## src/rtl/nand_idelay_calib.sv

```systemverilog
// Read-capture IODELAY calibration for the NAND interface: sweeps taps against a
// fixed training byte, locates the first passing window, and parks the tap at its centre.
module nand_idelay_calib #(
    parameter int unsigned      DQ_W          = 8,
    parameter int unsigned      TAP_W         = 5,
    parameter int unsigned      NUM_TAPS      = 32,
    parameter int unsigned      SETTLE_CYCLES = 8,
    parameter int unsigned      SAMPLE_CYCLES = 16,
    parameter logic [DQ_W-1:0]  PATTERN       = 8'hA5
) (
    input  logic             clk0,
    input  logic             rstn0,
    input  logic             cal_start,
    input  logic [DQ_W-1:0]  dq_in,
    output logic             dly_rst,
    output logic             dly_ce,
    output logic             dly_inc,
    output logic             cal_busy,
    output logic             cal_done,
    output logic             cal_err,
    output logic [TAP_W-1:0] tap_cnt,
    output logic [TAP_W-1:0] win_start,
    output logic [TAP_W-1:0] win_end
);

    localparam int unsigned CNT_MAX = (SETTLE_CYCLES > SAMPLE_CYCLES) ? SETTLE_CYCLES : SAMPLE_CYCLES;
    localparam int unsigned CNT_W   = $clog2(CNT_MAX + 1);

    localparam logic [2:0] S_IDLE   = 3'd0;
    localparam logic [2:0] S_SETTLE = 3'd1;
    localparam logic [2:0] S_SAMPLE = 3'd2;
    localparam logic [2:0] S_RECORD = 3'd3;
    localparam logic [2:0] S_STEP   = 3'd4;
    localparam logic [2:0] S_CENTER = 3'd5;
    localparam logic [2:0] S_DONE   = 3'd6;
    localparam logic [2:0] S_ERR    = 3'd7;

    logic [2:0]       r_state, w_state_nxt;
    logic [CNT_W-1:0] r_cnt, w_cnt_nxt;
    logic             r_pass, w_pass_nxt;
    logic             r_found, w_found_nxt;
    logic [TAP_W-1:0] r_tap, w_tap_nxt;
    logic [TAP_W-1:0] r_ws, w_ws_nxt;
    logic [TAP_W-1:0] r_we, w_we_nxt;
    logic             r_dly_rst, w_dly_rst_nxt;
    logic             r_dly_ce, w_dly_ce_nxt;
    logic             r_dly_inc, w_dly_inc_nxt;
    logic             r_busy, w_busy_nxt;
    logic             r_done, w_done_nxt;
    logic             r_err, w_err_nxt;

    // Window centre: widened sum so win_start+win_end cannot wrap before the shift.
    logic [TAP_W:0]   w_sum;
    logic [TAP_W-1:0] w_target;
    assign w_sum    = {1'b0, r_ws} + {1'b0, r_we};
    assign w_target = w_sum[TAP_W:1];

    always_ff @(posedge clk0 or negedge rstn0) begin
        if (!rstn0) begin
            r_state   <= S_IDLE;
            r_cnt     <= '0;
            r_pass    <= 1'b0;
            r_found   <= 1'b0;
            r_tap     <= '0;
            r_ws      <= '0;
            r_we      <= '0;
            r_dly_rst <= 1'b0;
            r_dly_ce  <= 1'b0;
            r_dly_inc <= 1'b0;
            r_busy    <= 1'b0;
            r_done    <= 1'b0;
            r_err     <= 1'b0;
        end else begin
            r_state   <= w_state_nxt;
            r_cnt     <= w_cnt_nxt;
            r_pass    <= w_pass_nxt;
            r_found   <= w_found_nxt;
            r_tap     <= w_tap_nxt;
            r_ws      <= w_ws_nxt;
            r_we      <= w_we_nxt;
            r_dly_rst <= w_dly_rst_nxt;
            r_dly_ce  <= w_dly_ce_nxt;
            r_dly_inc <= w_dly_inc_nxt;
            r_busy    <= w_busy_nxt;
            r_done    <= w_done_nxt;
            r_err     <= w_err_nxt;
        end
    end

    always_comb begin
        w_state_nxt   = r_state;
        w_cnt_nxt     = r_cnt;
        w_pass_nxt    = r_pass;
        w_found_nxt   = r_found;
        w_tap_nxt     = r_tap;
        w_ws_nxt      = r_ws;
        w_we_nxt      = r_we;
        w_dly_rst_nxt = 1'b0;
        w_dly_ce_nxt  = 1'b0;
        w_dly_inc_nxt = 1'b0;
        w_busy_nxt    = r_busy;
        w_done_nxt    = r_done;
        w_err_nxt     = r_err;

        case (r_state)
            S_IDLE, S_DONE, S_ERR: begin
                if (cal_start) begin
                    w_dly_rst_nxt = 1'b1;
                    w_tap_nxt     = '0;
                    w_found_nxt   = 1'b0;
                    w_cnt_nxt     = '0;
                    w_done_nxt    = 1'b0;
                    w_err_nxt     = 1'b0;
                    w_busy_nxt    = 1'b1;
                    w_state_nxt   = S_SETTLE;
                end
            end
            S_SETTLE: begin
                if (r_cnt == CNT_W'(SETTLE_CYCLES - 1)) begin
                    w_cnt_nxt   = '0;
                    w_pass_nxt  = 1'b1;
                    w_state_nxt = S_SAMPLE;
                end else begin
                    w_cnt_nxt = r_cnt + CNT_W'(1);
                end
            end
            S_SAMPLE: begin
                w_pass_nxt = r_pass & (dq_in == PATTERN);
                if (r_cnt == CNT_W'(SAMPLE_CYCLES - 1)) begin
                    w_cnt_nxt   = '0;
                    w_state_nxt = S_RECORD;
                end else begin
                    w_cnt_nxt = r_cnt + CNT_W'(1);
                end
            end
            S_RECORD: begin
                if (r_pass) begin
                    if (!r_found) begin
                        w_ws_nxt    = r_tap;
                        w_found_nxt = 1'b1;
                    end
                    w_we_nxt = r_tap;
                end
                // A failing tap after a pass closes the first window; later windows are ignored.
                if (!r_pass && r_found) begin
                    w_state_nxt = S_CENTER;
                end else if (r_tap == TAP_W'(NUM_TAPS - 1)) begin
                    if (r_found || r_pass) begin
                        w_state_nxt = S_CENTER;
                    end else begin
                        w_dly_rst_nxt = 1'b1;
                        w_tap_nxt     = '0;
                        w_err_nxt     = 1'b1;
                        w_busy_nxt    = 1'b0;
                        w_state_nxt   = S_ERR;
                    end
                end else begin
                    w_state_nxt = S_STEP;
                end
            end
            S_STEP: begin
                w_dly_ce_nxt  = 1'b1;
                w_dly_inc_nxt = 1'b1;
                w_tap_nxt     = r_tap + TAP_W'(1);
                w_state_nxt   = S_SETTLE;
            end
            S_CENTER: begin
                // Decrement pulses are spaced by an idle cycle.
                if (r_tap > w_target) begin
                    if (!r_dly_ce) begin
                        w_dly_ce_nxt = 1'b1;
                        w_tap_nxt    = r_tap - TAP_W'(1);
                    end
                end else begin
                    w_done_nxt  = 1'b1;
                    w_busy_nxt  = 1'b0;
                    w_state_nxt = S_DONE;
                end
            end
            default: w_state_nxt = S_IDLE;
        endcase
    end

    assign dly_rst   = r_dly_rst;
    assign dly_ce    = r_dly_ce;
    assign dly_inc   = r_dly_inc;
    assign cal_busy  = r_busy;
    assign cal_done  = r_done;
    assign cal_err   = r_err;
    assign tap_cnt   = r_tap;
    assign win_start = r_ws;
    assign win_end   = r_we;

endmodule
```

## config.mk

```make
export PLATFORM = sky130hd
export DESIGN_NAME = nand_idelay_calib
export DESIGN_NICKNAME = d
export VERILOG_FILES = /design/src/rtl/nand_idelay_calib.sv
export SDC_FILE = /design/constraint.sdc
export NUM_CORES = 1
export LEC_CHECK = 0
export CORE_MARGIN = 2
export CORE_UTILIZATION = 25
export CTS_BUF_LIST = sky130_fd_sc_hd__clkbuf_8 sky130_fd_sc_hd__clkbuf_16
export CTS_CLUSTER_DIAMETER = 80
export DETAILED_ROUTE_END_ITERATION = 8
export GPL_TIMING_DRIVEN = 0
export SLEW_MARGIN = 15
export SYNTH_ARGS = -nofsm -noshare
export SYNTH_HDL_FRONTEND = slang
export SYNTH_SLANG_ARGS = --single-unit
```

## constraint.sdc

```tcl
create_clock -name clk0 -period 2.9 [get_ports clk0]
set_input_delay 0.87 -clock clk0 [delete_from_list [all_inputs] [get_ports clk0]]
set_output_delay 0.87 -clock clk0 [all_outputs]
set_load 0.02 [all_outputs]
```

==> run_results.csv <==
group,metric,value,unit
status,status,"finished clean",
worst_hold_path,hold_path.class,"reg2reg",
layout,syn2layout_area_growth,30.06,%
global_routing,grt_max_degree,32,
setup_path,endpoint_kind,"register",
floorplan,row_count,32,
routing,ant_nets,0,
global_routing,busiest_layer,"met2",
floorplan,dieWidth,92.84,um
sta,final.setup.worst_slack,0.1140,ns
floorplan,core-area,0.007687,sq mm
layout,multiInputGateArea,0.001172,sq mm
place,port_buffers,30,
sta,setup_viol,0,
routing,drcViolationCount,0,
layout,regArea,775.7,sq um
routing,first_iter_violations,44,
clocking,cts.path.max_buffers,2,
clocking,tritoncts,"done",
routing,vias_per_cell,4.675,
synthesis,async_flop_share,100.0,%
global_routing,met3_usage,2.766,%
global_routing,grt_overflow_total,0,
clocking,clkLatencyLatePin,0.28,ns
layout,layout-drive-gt1-share,17.07,%
layout,n_antenna_cell,0,
global_routing,grt_first_pass_wirelength,7.748,mm
floorplan,start_util,25.67,%
power_and_ir_drop,total_power,2162,uW
routing,wl,4.412,mm
layout,fin_cells,348,
sta,report.final.slew_viol_count,0,
setup_path,worstPathArrival,2.95,ns
sta,post-route-period-util,96.07,%
sta,fin_worst_skew,0.008308,ns
setup_path,startpoint_type,"register",
power_and_ir_drop,vdd_drop_max,317.7,uV
synthesis,ys_ff_latch,31,
global_routing,grt_pass1_vias,1600,
floorplan,die_h,92.84,um
setup_path,critPathKind,"reg2reg",
sta,holdWs,0.5089,ns
global_routing,antenna_found_initial,0,
routing,drt_pre_antenna_iters,5,
floorplan,fp.dieArea,0.008619,sq mm
synthesis,synth_cell_types,48,
power_and_ir_drop,powerDensity,842.5,mW/mm^2
clocking,cts_sinks,31,
synthesis,synth-main-ff-cell,"dfrtp_1",
power_and_ir_drop,leakagePower,0.001161,uW
global_routing,met2_usage,16.91,%
clocking,cts_made_buffers,5,
routing,wl_per_cell,12.68,um
clocking,clkTransAtPathRegs,0.07,ns
sta,worst_slew_pin_slew,0.7028,ns
synthesis,netlist_area,0.001973,sq mm
place,dpl.hpwl,3.232,mm
synthesis,yosysSeqAreaShare,39.32,%
synthesis,synthesis.nets,234,
setup_path,crit_required,3.06,ns
place,placedCellCount,338,
place,post-place-ws,-0.09067,ns
place,gp_congestion,0.8132,
routing,vias,1627,
layout,nFillCells,830,
sta,fmax,358.9,MHz
job,maxCapViolations,0,
sta,rsz0062_at_grt,"no",
synthesis,synth_edf_count,0,
synthesis,syn_area_per_cell,9.578,sq um
floorplan,boundaryPins,32,
synthesis,syn_inst,206,
sta,hold_viol,0,
clocking,htree_num_levels,2,
sta,layout_min_cycle_time,2.786,ns
layout,final_nets,274,
synthesis,ys_warn_count,0,
global_routing,grt_usage,11.31,%
global_routing,grtUsageMet1,16.28,%
setup_path,cp_max_fo,6,
clocking,cts-root-buf,"clkbuf_8",
sta,slew_headroom,52.41,%
-- kinds of logic after synthesis --
logic type	share of synthesized area, %
compound gates	18.58
xor+xnor	2.664
fa+ha+maj	11.54
buf+inv	4.312
flops	39.31
mux	8.624
simple gates	14.97
-- worst max-delay path, stage by stage, from the launching register on --
cell      delay, ns
dfrtp_1        0.39
ha_1           0.29
a31o_2         0.21
a21oi_2        0.15
o21bai_1       0.08
a21oi_1        0.14
ha_1           0.26
and3_4         0.19
and3_4         0.19
a211oi_4       0.28
o21ai_4        0.14
mux2_4         0.31
-- report_power, final --
group,total [uW],leakage (uW),switching [uW],internal [uW]
clock,346,0.0000470,159,186
combinational,1150,0.000698,621,526
sequential,669,0.000415,134,535
total,2160,0.00116,915,1250
-- per-stage QoR --
stage | area (sq um) | TNS [ns] | utilization [%]
3_5_place_dp | 2396 | -0.3564 | 31.17
2_1_floorplan | 1973 | 0 | -
3_3_place_gp | 2401 | -0.1978 | 31.23
4_1_cts | 2505 | 0 | 32.58
5_1_grt | 2566 | 0 | 33.38
6_report | 2566 | 0 | 33.38
-- layer usage --
metal	share of wire (%)	wire length [um]
met1	49	2172
met3	4.0	178
met5	0	0
met4	0.82	36
met2	46	2025
-- placed cells by master, fill, tap and decap left out, types with 5 or more instances in the layout --
cell type / count
clkbuf_8: 6
nor2_1: 15
ha_1: 15
nand2_1: 16
nand3_1: 5
a21oi_1: 16
inv_1: 13
clkbuf_1: 5
o21ai_0: 14
clkdlybuf4s50_1: 29
dfrtp_1: 31
a21o_1: 7
mux2_2: 8
-- cells in the mapped netlist (all sizes together), types with 3 or more instances --
library cell,n,area [sq um]
a21o,7,52.55
a21oi,19,95.09
buf,3,13.76
clkbuf,5,18.77
dfrtp,31,775.7
ha,15,187.7
inv,14,52.55
mux2,12,150.2
nand2,16,60.06
nand3,5,25.02
nor2,16,62.56
nor3,4,20.02
o21ai,16,83.83
xnor2,3,26.28
xor2,3,26.28
-- worst paths after layout --
kind / start / endpoint / slack, ns / cells past startpoint
setup / recovery: win_start[1]$_DFFE_PN0P_ / tap_cnt[0]$_DFFE_PN0P_ / 0.11 / 11
max in group asynchronous: rstn0 / cal_err$_DFFE_PN0P_ / 1.82 / 1
hold / removal: cal_done$_DFFE_PN0P_ / cal_done$_DFFE_PN0P_ / 0.51 / 2
min in group asynchronous: rstn0 / win_end[0]$_DFFE_PN0P_ / 0.63 / 1
hold reg to reg: cal_done$_DFFE_PN0P_ / cal_done$_DFFE_PN0P_ / 0.51 / 2
setup reg to reg: win_start[1]$_DFFE_PN0P_ / tap_cnt[0]$_DFFE_PN0P_ / 0.11 / 11
-- what timing repair did --
| action | CTS | global route |
|---|---|---|
| hold buffers | 0 | 0 |
| pin swaps | 1 | 5 |
| resized for setup | 4 | 10 |
| hold endpoints to repair | 0 | 0 |
| setup buffers | 0 | 3 |
| endpoints found under the setup margin | 5 | 6 |
-- sequential cells by signal, summed over array words and instances, names as in the netlist --
register / cells
dly_ce: 1
r_pass: 1
win_start: 5
dly_inc: 1
r_cnt: 5
r_state: 3
cal_done: 1
win_end: 5
cal_busy: 1
dly_rst: 1
r_found: 1
cal_err: 1
tap_cnt: 5
-- layout make-up --
| type | instances | share of cell area [%] |
|---|---|---|
| Buffer | 8 | 1.268 |
| Clock inverter | 1 | 0.1950 |
| Clock buffer | 6 | 3.218 |
| Timing Repair Buffer | 33 | 12.38 |
| Multi-Input combinational cell | 153 | 45.68 |
| Inverter | 14 | 2.048 |
| Tap cell | 102 | 4.973 |
| Sequential cell | 31 | 30.23 |
Power figures use the tool's default switching activity.
